==> src/rtl/note_track.sv <==
// note_track: gameplay state upstream of the VGA display; spawns, advances and judges four falling-note slots.
// Optional build macro NOTE_TRACK_PAUSE_EN adds a space-bar pause toggle and the `paused` output.
module note_track #(
  parameter int unsigned LANE_X0        = 0,
  parameter int unsigned LANE_PITCH     = 80,
  parameter int unsigned SPEED          = 1,
  parameter int unsigned SPAWN_INTERVAL = 40,
  parameter int unsigned HIT_LINE       = 400,
  parameter int unsigned HIT_WINDOW     = 12,
  parameter int unsigned PERFECT_WINDOW = 4
) (
  input  logic        clk,
  input  logic        reset,
  input  logic        frame_tick,
  input  logic        key_valid,
  input  logic [7:0]  key_code,
  output logic [3:0]  slot_active,
  output logic [39:0] slot_x,
  output logic [39:0] slot_y,
  output logic [7:0]  slot_note,
  output logic [15:0] score,
  output logic [7:0]  combo,
  output logic        hit_pulse,
  output logic        miss_pulse,
  output logic        spawn_drop
`ifdef NOTE_TRACK_PAUSE_EN
  ,
  output logic        paused
`endif
);

  localparam logic [9:0]  HitLine       = 10'(HIT_LINE);
  localparam logic [9:0]  MissAbove     = 10'(HIT_LINE + HIT_WINDOW);
  localparam logic [9:0]  HitWindow     = 10'(HIT_WINDOW);
  localparam logic [9:0]  PerfectWindow = 10'(PERFECT_WINDOW);
  localparam logic [15:0] SpawnLast     = 16'(SPAWN_INTERVAL - 1);

  typedef enum logic {KEY_MAKE, KEY_BREAK} keyState_t;

  keyState_t   keyState, keyStateNext;
  logic        frameTickQ;
  logic        tick;
  logic        pauseActive;
  logic [15:0] spawnCnt, spawnCntNext;
  logic [7:0]  lfsr, lfsrNext;

  logic [3:0]  activeNext;
  logic [39:0] xNext, yNext;
  logic [7:0]  noteNext;
  logic [15:0] scoreNext;
  logic [7:0]  comboNext;
  logic        hitNext, missNext, dropNext;
  logic [16:0] scoreSum;

  logic        laneKey;
  logic [1:0]  keyLane;
  logic        pressEn;
  logic        hitFound, hitPerfect;
  logic [1:0]  hitIdx;
  logic        freeFound;
  logic [1:0]  freeIdx;

  function automatic logic [9:0] lineDist(input logic [9:0] y);
    return (y >= HitLine) ? (y - HitLine) : (HitLine - y);
  endfunction

`ifdef NOTE_TRACK_PAUSE_EN
  logic pausedNext;
  assign pauseActive = paused;
`else
  assign pauseActive = 1'b0;
`endif

  assign tick    = frame_tick & ~frameTickQ & ~pauseActive;
  assign pressEn = key_valid && (keyState == KEY_MAKE) && laneKey && !pauseActive;

  always_comb begin
    laneKey = 1'b1;
    keyLane = 2'd0;
    case (key_code)
      8'h1C:   keyLane = 2'd0;
      8'h1B:   keyLane = 2'd1;
      8'h23:   keyLane = 2'd2;
      8'h2B:   keyLane = 2'd3;
      default: laneKey = 1'b0;
    endcase
  end

  // Both searches look at pre-tick slot state; lowest index wins.
  always_comb begin
    hitFound   = 1'b0;
    hitIdx     = 2'd0;
    hitPerfect = 1'b0;
    freeFound  = 1'b0;
    freeIdx    = 2'd0;
    for (int unsigned i = 0; i < 4; i++) begin
      if (!hitFound && slot_active[i] && (slot_note[2*i +: 2] == keyLane) &&
          (lineDist(slot_y[10*i +: 10]) <= HitWindow)) begin
        hitFound   = 1'b1;
        hitIdx     = 2'(i);
        hitPerfect = lineDist(slot_y[10*i +: 10]) <= PerfectWindow;
      end
      if (!freeFound && !slot_active[i]) begin
        freeFound = 1'b1;
        freeIdx   = 2'(i);
      end
    end
  end

  always_comb begin
    keyStateNext = keyState;
    activeNext   = slot_active;
    xNext        = slot_x;
    yNext        = slot_y;
    noteNext     = slot_note;
    scoreNext    = score;
    comboNext    = combo;
    hitNext      = 1'b0;
    missNext     = 1'b0;
    dropNext     = spawn_drop;
    spawnCntNext = spawnCnt;
    lfsrNext     = lfsr;
    scoreSum     = {1'b0, score} + (hitPerfect ? 17'd2 : 17'd1);
`ifdef NOTE_TRACK_PAUSE_EN
    pausedNext   = paused;
`endif

    if (key_valid) begin
      if (keyState == KEY_BREAK)
        keyStateNext = KEY_MAKE;
      else if (key_code == 8'hF0)
        keyStateNext = KEY_BREAK;
`ifdef NOTE_TRACK_PAUSE_EN
      else if (key_code == 8'h29)
        pausedNext = ~paused;
`endif
    end

    if (pressEn) begin
      if (hitFound) begin
        activeNext[hitIdx] = 1'b0;
        hitNext            = 1'b1;
      end else begin
        missNext = 1'b1;
      end
    end

    // Key is judged before the tick: a slot just hit is already cleared in activeNext and stays put.
    if (tick) begin
      for (int unsigned i = 0; i < 4; i++) begin
        if (activeNext[i]) begin
          yNext[10*i +: 10] = slot_y[10*i +: 10] + 10'(SPEED);
          if (yNext[10*i +: 10] > MissAbove) begin
            activeNext[i] = 1'b0;
            missNext      = 1'b1;
          end
        end
      end

      if (spawnCnt == SpawnLast) begin
        spawnCntNext = '0;
        if (freeFound) begin
          activeNext[freeIdx]         = 1'b1;
          noteNext[2*freeIdx +: 2]    = lfsr[1:0];
          xNext[10*freeIdx +: 10]     = 10'(LANE_X0) + 10'(lfsr[1:0]) * 10'(LANE_PITCH);
          yNext[10*freeIdx +: 10]     = '0;
        end else begin
          dropNext = 1'b1;
        end
      end else begin
        spawnCntNext = spawnCnt + 16'd1;
      end

      lfsrNext = {lfsr[6:0], lfsr[7] ^ lfsr[5] ^ lfsr[4] ^ lfsr[3]};
    end

    if (hitNext)
      scoreNext = scoreSum[16] ? '1 : scoreSum[15:0];

    if (missNext)
      comboNext = '0;
    else if (hitNext && (combo != 8'hFF))
      comboNext = combo + 8'd1;
  end

  always_ff @(posedge clk) begin
    if (reset) begin
      keyState    <= KEY_MAKE;
      frameTickQ  <= 1'b0;
      spawnCnt    <= '0;
      lfsr        <= 8'hA5;
      slot_active <= '0;
      slot_x      <= '0;
      slot_y      <= '0;
      slot_note   <= '0;
      score       <= '0;
      combo       <= '0;
      hit_pulse   <= 1'b0;
      miss_pulse  <= 1'b0;
      spawn_drop  <= 1'b0;
    end else begin
      keyState    <= keyStateNext;
      frameTickQ  <= frame_tick;
      spawnCnt    <= spawnCntNext;
      lfsr        <= lfsrNext;
      slot_active <= activeNext;
      slot_x      <= xNext;
      slot_y      <= yNext;
      slot_note   <= noteNext;
      score       <= scoreNext;
      combo       <= comboNext;
      hit_pulse   <= hitNext;
      miss_pulse  <= missNext;
      spawn_drop  <= dropNext;
    end
  end

`ifdef NOTE_TRACK_PAUSE_EN
  always_ff @(posedge clk) begin
    if (reset)
      paused <= 1'b0;
    else
      paused <= pausedNext;
  end
`endif

endmodule

==> config.mk <==
export PLATFORM = sky130hd
export DESIGN_NAME = note_track
export DESIGN_NICKNAME = d
export VERILOG_FILES = /design/src/rtl/note_track.sv
export SDC_FILE = /design/constraint.sdc
export NUM_CORES = 1
export LEC_CHECK = 0
export ABC_AREA = 1
export BUFFER_PORTS_ARGS = -buffer_cell sky130_fd_sc_hd__buf_2
export CELL_PAD_IN_SITES_DETAIL_PLACEMENT = 0
export CELL_PAD_IN_SITES_GLOBAL_PLACEMENT = 1
export CORE_MARGIN = 2
export CORE_UTILIZATION = 43
export CTS_BUF_LIST = sky130_fd_sc_hd__clkbuf_8
export DETAILED_ROUTE_END_ITERATION = 16
export GPL_ROUTABILITY_DRIVEN = 0
export GPL_TIMING_DRIVEN = 0
export PLACE_DENSITY = 0.8
export SETUP_SLACK_MARGIN = 0.4
export SYNTH_ARGS = -nofsm -noshare
export SYNTH_HDL_FRONTEND = slang
export SYNTH_SLANG_ARGS = --single-unit
==> constraint.sdc <==
create_clock -name clk -period 4.8 [get_ports clk]
set_input_delay 0.48 -clock clk [delete_from_list [all_inputs] [get_ports clk]]
set_output_delay 0.48 -clock clk [all_outputs]
set_load 0.01 [all_outputs]
==> flow_results.xml <==
<?xml version="1.0" encoding="UTF-8"?>
<metrics>
  <group name="timing">
    <metric name="worstMarginPinSlew" unit="ps">890</metric>
    <metric name="number_of_pins_with_negative_max_slew_slack_in_the_final_report" unit="">0</metric>
    <metric name="min_period" unit="ps">3900</metric>
    <metric name="final_hold_viol_count" unit="">0</metric>
    <metric name="grt_setup_unrepaired" unit="">false</metric>
    <metric name="slew_headroom" unit="%">40.1</metric>
    <metric name="final_min_period_over_clock_period" unit="%">81.2</metric>
    <metric name="setup_viol_count_final" unit="">0</metric>
    <metric name="clock-skew-final" unit="ps">17.4</metric>
    <metric name="timing.fmax" unit="MHz">257</metric>
    <metric name="sum_neg_setup_slack" unit="ps">0</metric>
  </group>
  <group name="logic_synthesis">
    <metric name="synthDominantAreaCellType" unit="">sky130_fd_sc_hd__dfxtp_1</metric>
    <metric name="synth-seq-cells" unit="">145</metric>
    <metric name="compound_gate_portion_of_the_synthesized_area" unit="%">13.8</metric>
    <metric name="syn-cell-area" unit="sq um">9680</metric>
    <metric name="yosys.area_share.adder" unit="%">5.77</metric>
    <metric name="distinct_cell_type_count_after_synthesis" unit="">60</metric>
    <metric name="synth-edff-count" unit="">0</metric>
    <metric name="area_share_of_the_largest_cell_type_after_synthesis" unit="%">30.0</metric>
    <metric name="synth.top_cells.by_count" unit="">sky130_fd_sc_hd__nand2_1, sky130_fd_sc_hd__inv_1, sky130_fd_sc_hd__dfxtp_1, sky130_fd_sc_hd__nor2_1, sky130_fd_sc_hd__nand3_1</metric>
    <metric name="ys.flop_type" unit="">sky130_fd_sc_hd__dfxtp_1</metric>
    <metric name="avgSynthCellArea" unit="sq um">6.56</metric>
    <metric name="sequential_share_of_the_synthesized_area" unit="%">30.0</metric>
    <metric name="netlist_top_cells_area" unit="">sky130_fd_sc_hd__dfxtp_1, sky130_fd_sc_hd__nand2_1, sky130_fd_sc_hd__inv_1, sky130_fd_sc_hd__nand3_1, sky130_fd_sc_hd__ha_1</metric>
    <metric name="synthesis.instances" unit="">1474</metric>
    <metric name="ys_warn_count" unit="">0</metric>
    <metric name="post_synthesis_mux_area_share" unit="%">0</metric>
    <metric name="synth-simple-area-share" unit="%">34.1</metric>
    <metric name="most_used_standard_cell_by_instance_count_after_synthesis" unit="">sky130_fd_sc_hd__nand2_1</metric>
    <metric name="synthArstFlopShare" unit="%">0</metric>
    <metric name="mappedNetlistNets" unit="">1530</metric>
    <metric name="synth_top_family_by_area" unit="">simple AND/OR/NAND/NOR gates</metric>
    <metric name="synth_xor_xnor_area_share" unit="%">5.87</metric>
  </group>
  <group name="hold_path">
    <metric name="worst_hold_path_type" unit="">primary input to flop</metric>
  </group>
  <group name="power">
    <metric name="power.density" unit="nW/um^2">213</metric>
    <metric name="total_switching_power" unit="mW">0.616</metric>
    <metric name="sw_frac_of_total" unit="%">26.0</metric>
    <metric name="power.internal" unit="mW">1.76</metric>
    <metric name="seq_power_share" unit="%">51.4</metric>
    <metric name="power.clock.fraction" unit="%">44.1</metric>
    <metric name="share_comb_of_total_power" unit="%">4.5</metric>
    <metric name="p_leak" unit="nW">5.16</metric>
    <metric name="vdd.ir_drop.worst" unit="mV">0.160</metric>
  </group>
  <group name="floorplanning">
    <metric name="die_area" unit="sq um">23700</metric>
    <metric name="fp.dieW" unit="microns">154</metric>
    <metric name="fp.dieH" unit="microns">154</metric>
    <metric name="core_area" unit="sq um">22000</metric>
    <metric name="ioPinCount" unit="">131</metric>
    <metric name="initial_utilization" unit="%">44.1</metric>
    <metric name="placementRows" unit="">54</metric>
  </group>
  <group name="grt">
    <metric name="initial_antenna_violation_count" unit="">0</metric>
    <metric name="grtUsageTotal" unit="%">25.0</metric>
    <metric name="grt-ovfl-total" unit="">0</metric>
    <metric name="grt_pass1_vias" unit="">9132</metric>
    <metric name="pin_count_of_the_biggest_net_entering_global_routing" unit="">17</metric>
    <metric name="grt_pass1_wl" unit="microns">47700</metric>
  </group>
  <group name="clock_network">
    <metric name="cts-buffers-inserted" unit="">17</metric>
    <metric name="clock_sink_count" unit="">145</metric>
    <metric name="cts_clk_pin_slew_worst_paths" unit="ps">90</metric>
    <metric name="clockRootBuffer" unit="">sky130_fd_sc_hd__clkbuf_8</metric>
    <metric name="htreeDepth" unit="">4</metric>
    <metric name="clockBufferDepth" unit="">2</metric>
    <metric name="tritoncts" unit="">done</metric>
    <metric name="clkLatencyLatePin" unit="ps">470</metric>
  </group>
  <group name="worst_setup_path">
    <metric name="critPathBufInv" unit="">7</metric>
    <metric name="critical_path.most_common_cell" unit="">sky130_fd_sc_hd__nand2_2</metric>
    <metric name="worst-endpoint-arrival" unit="ps">4290</metric>
    <metric name="cp_slowest_stage_delay" unit="ps">390</metric>
    <metric name="worst_ep_required_time" unit="ps">5200</metric>
    <metric name="cell_with_the_biggest_individual_delay_on_the_critical_path" unit="">sky130_fd_sc_hd__dfxtp_2</metric>
    <metric name="start_kind" unit="">flop</metric>
    <metric name="critical_path_class" unit="">flop to flop</metric>
    <metric name="critical_path.endpoint_type" unit="">flop</metric>
    <metric name="path_delay_family" unit="">simple AND/OR/NAND/NOR gates</metric>
    <metric name="worst-path-max-fanout" unit="">10</metric>
  </group>
  <group name="flow_run">
    <metric name="max-cap-violations" unit="">0</metric>
  </group>
  <group name="detailed_routing">
    <metric name="avgRoutedWirePerCell" unit="microns">15.2</metric>
    <metric name="finalWirelength" unit="microns">29100</metric>
    <metric name="number_of_design_rule_violations_left_after_detail_routing" unit="">0</metric>
    <metric name="firstDrtPassIters" unit="">5</metric>
    <metric name="ant_nets" unit="">0</metric>
    <metric name="initial_drt_markers" unit="">573</metric>
    <metric name="viasPerCell" unit="">5.08</metric>
    <metric name="vias" unit="">9719</metric>
  </group>
  <group name="finish">
    <metric name="fin_util" unit="%">50.7</metric>
    <metric name="antennaDiodeCount" unit="">0</metric>
    <metric name="final_net_count" unit="">1678</metric>
    <metric name="post_route_cells_drive_above_1_share" unit="%">16.1</metric>
    <metric name="synthToLayoutAreaGrowth" unit="%">15.1</metric>
  </group>
  <group name="place">
    <metric name="io_buffer_count" unit="">129</metric>
    <metric name="place.detailed.hpwl" unit="microns">22600</metric>
  </group>
  <group name="outcome">
    <metric name="run_status" unit="">complete, no violations</metric>
  </group>
</metrics>
==> tightest hold or removal path, stage by stage <==
cell,delay [ps]
sky130_fd_sc_hd__buf_2,110
sky130_fd_sc_hd__inv_1,50
sky130_fd_sc_hd__nor2_1,70
==> power by group through the flow <==
| stage | combinational (mW) | clock, mW | sequential [mW] |
|---|---|---|---|
| floorplan | 0.0639 | 0 | 1.24 |
| global placement | 0.108 | 0 | 1.25 |
| detailed placement | 0.107 | 0 | 1.25 |
| CTS | 0.108 | 1.07 | 1.22 |
| global route | 0.119 | 1.11 | 1.22 |
| finish | 0.108 | 1.05 | 1.22 |
==> metal layers <==
layer / vias up / part of all wire (%) / GRT usage [%]
met5: - / 0 / 0
met4: 0 / 2.3 / 7.70
met3: 40 / 4.5 / 3.75
met2: 234 / 44 / 40.2
met1: 4397 / 49 / 34.8
li1: 5048 / - / -
==> layout make-up <==
cell class | instances | area [sq um]
multi-input cells | 1079 | 5810
fillers | 2327 | 10800
inverters | 191 | 719
plain buffers | 59 | 295
flip-flops and latches | 145 | 2900
well taps | 280 | 350
clock buffers | 17 | 234
clock inverters | 14 | 176
repair buffers | 129 | 646
==> registers in the layout, indices dropped and copies added (netlist names) <==
name and flops:
combo 8, frameTickQ 1, hit_pulse 1, keyState 1
lfsr 8, miss_pulse 1, score 16, slot_active 4
slot_note 8, slot_x 40, slot_y 40, spawnCnt 16
spawn_drop 1
==> through the flow <==
stage | instances | hold WS [ps] | setup slack, ps | cell area [sq um] | power, mW
final | 1914 | 287 | 903 | 11100 | 2.37
after global routing | 1914 | 282 | 442 | 11100 | 2.45
after CTS | 1914 | 267 | 433 | 11100 | 2.40
after detailed placement | 1883 | 417 | 81.8 | 10700 | 1.35
after global placement | 1883 | 413 | 127 | 10700 | 1.35
after floorplan | 1474 | 430 | 987 | 9680 | 1.31
==> worst paths after layout <==
| kind | from | endpoint | slack (ps) | depth (start not counted) |
|---|---|---|---|---|
| hold / removal | frame_tick | frameTickQ | 290 | 3 |
| hold reg to reg | slot_x[21] | slot_x[21] | 430 | 2 |
| setup reg to reg | slot_y[14] | score[6] | 900 | 29 |
| setup / recovery | slot_y[14] | score[6] | 900 | 29 |
==> kinds of logic after synthesis <==
logic type      Yosys count
xor+xnor                 64
buf+inv                 250
fa+ha+maj                44
compound gates          238
flops                   145
simple gates            733
==> placed cells by master, fill, tap and decap left out, drive strengths merged, types with 3 or more instances in the layout <==
master | synthesis | routed
a21oi | 98 | 98
a31oi | 5 | 5
buf | 27 | 155
bufinv | 0 | 3
clkbuf | 32 | 50
clkinv | 7 | 12
dfxtp | 145 | 145
ha | 43 | 43
inv | 184 | 189
nand2 | 379 | 379
nand3 | 117 | 117
nand3b | 8 | 8
nand4 | 30 | 30
nor2 | 160 | 160
nor3 | 26 | 26
nor4 | 8 | 8
o211ai | 8 | 8
o21a | 4 | 4
o21ai | 96 | 96
o22ai | 10 | 10
o31ai | 5 | 5
xnor2 | 13 | 13
xor2 | 51 | 51
==> timing repair <==
action	CTS	global route
resized for setup	2	19
hold buffers	0	0
pin swaps	0	1
setup buffers	0	0
endpoints found under the setup margin	16	16
hold endpoints to repair	0	0
(Power assumes the default switching activity.)
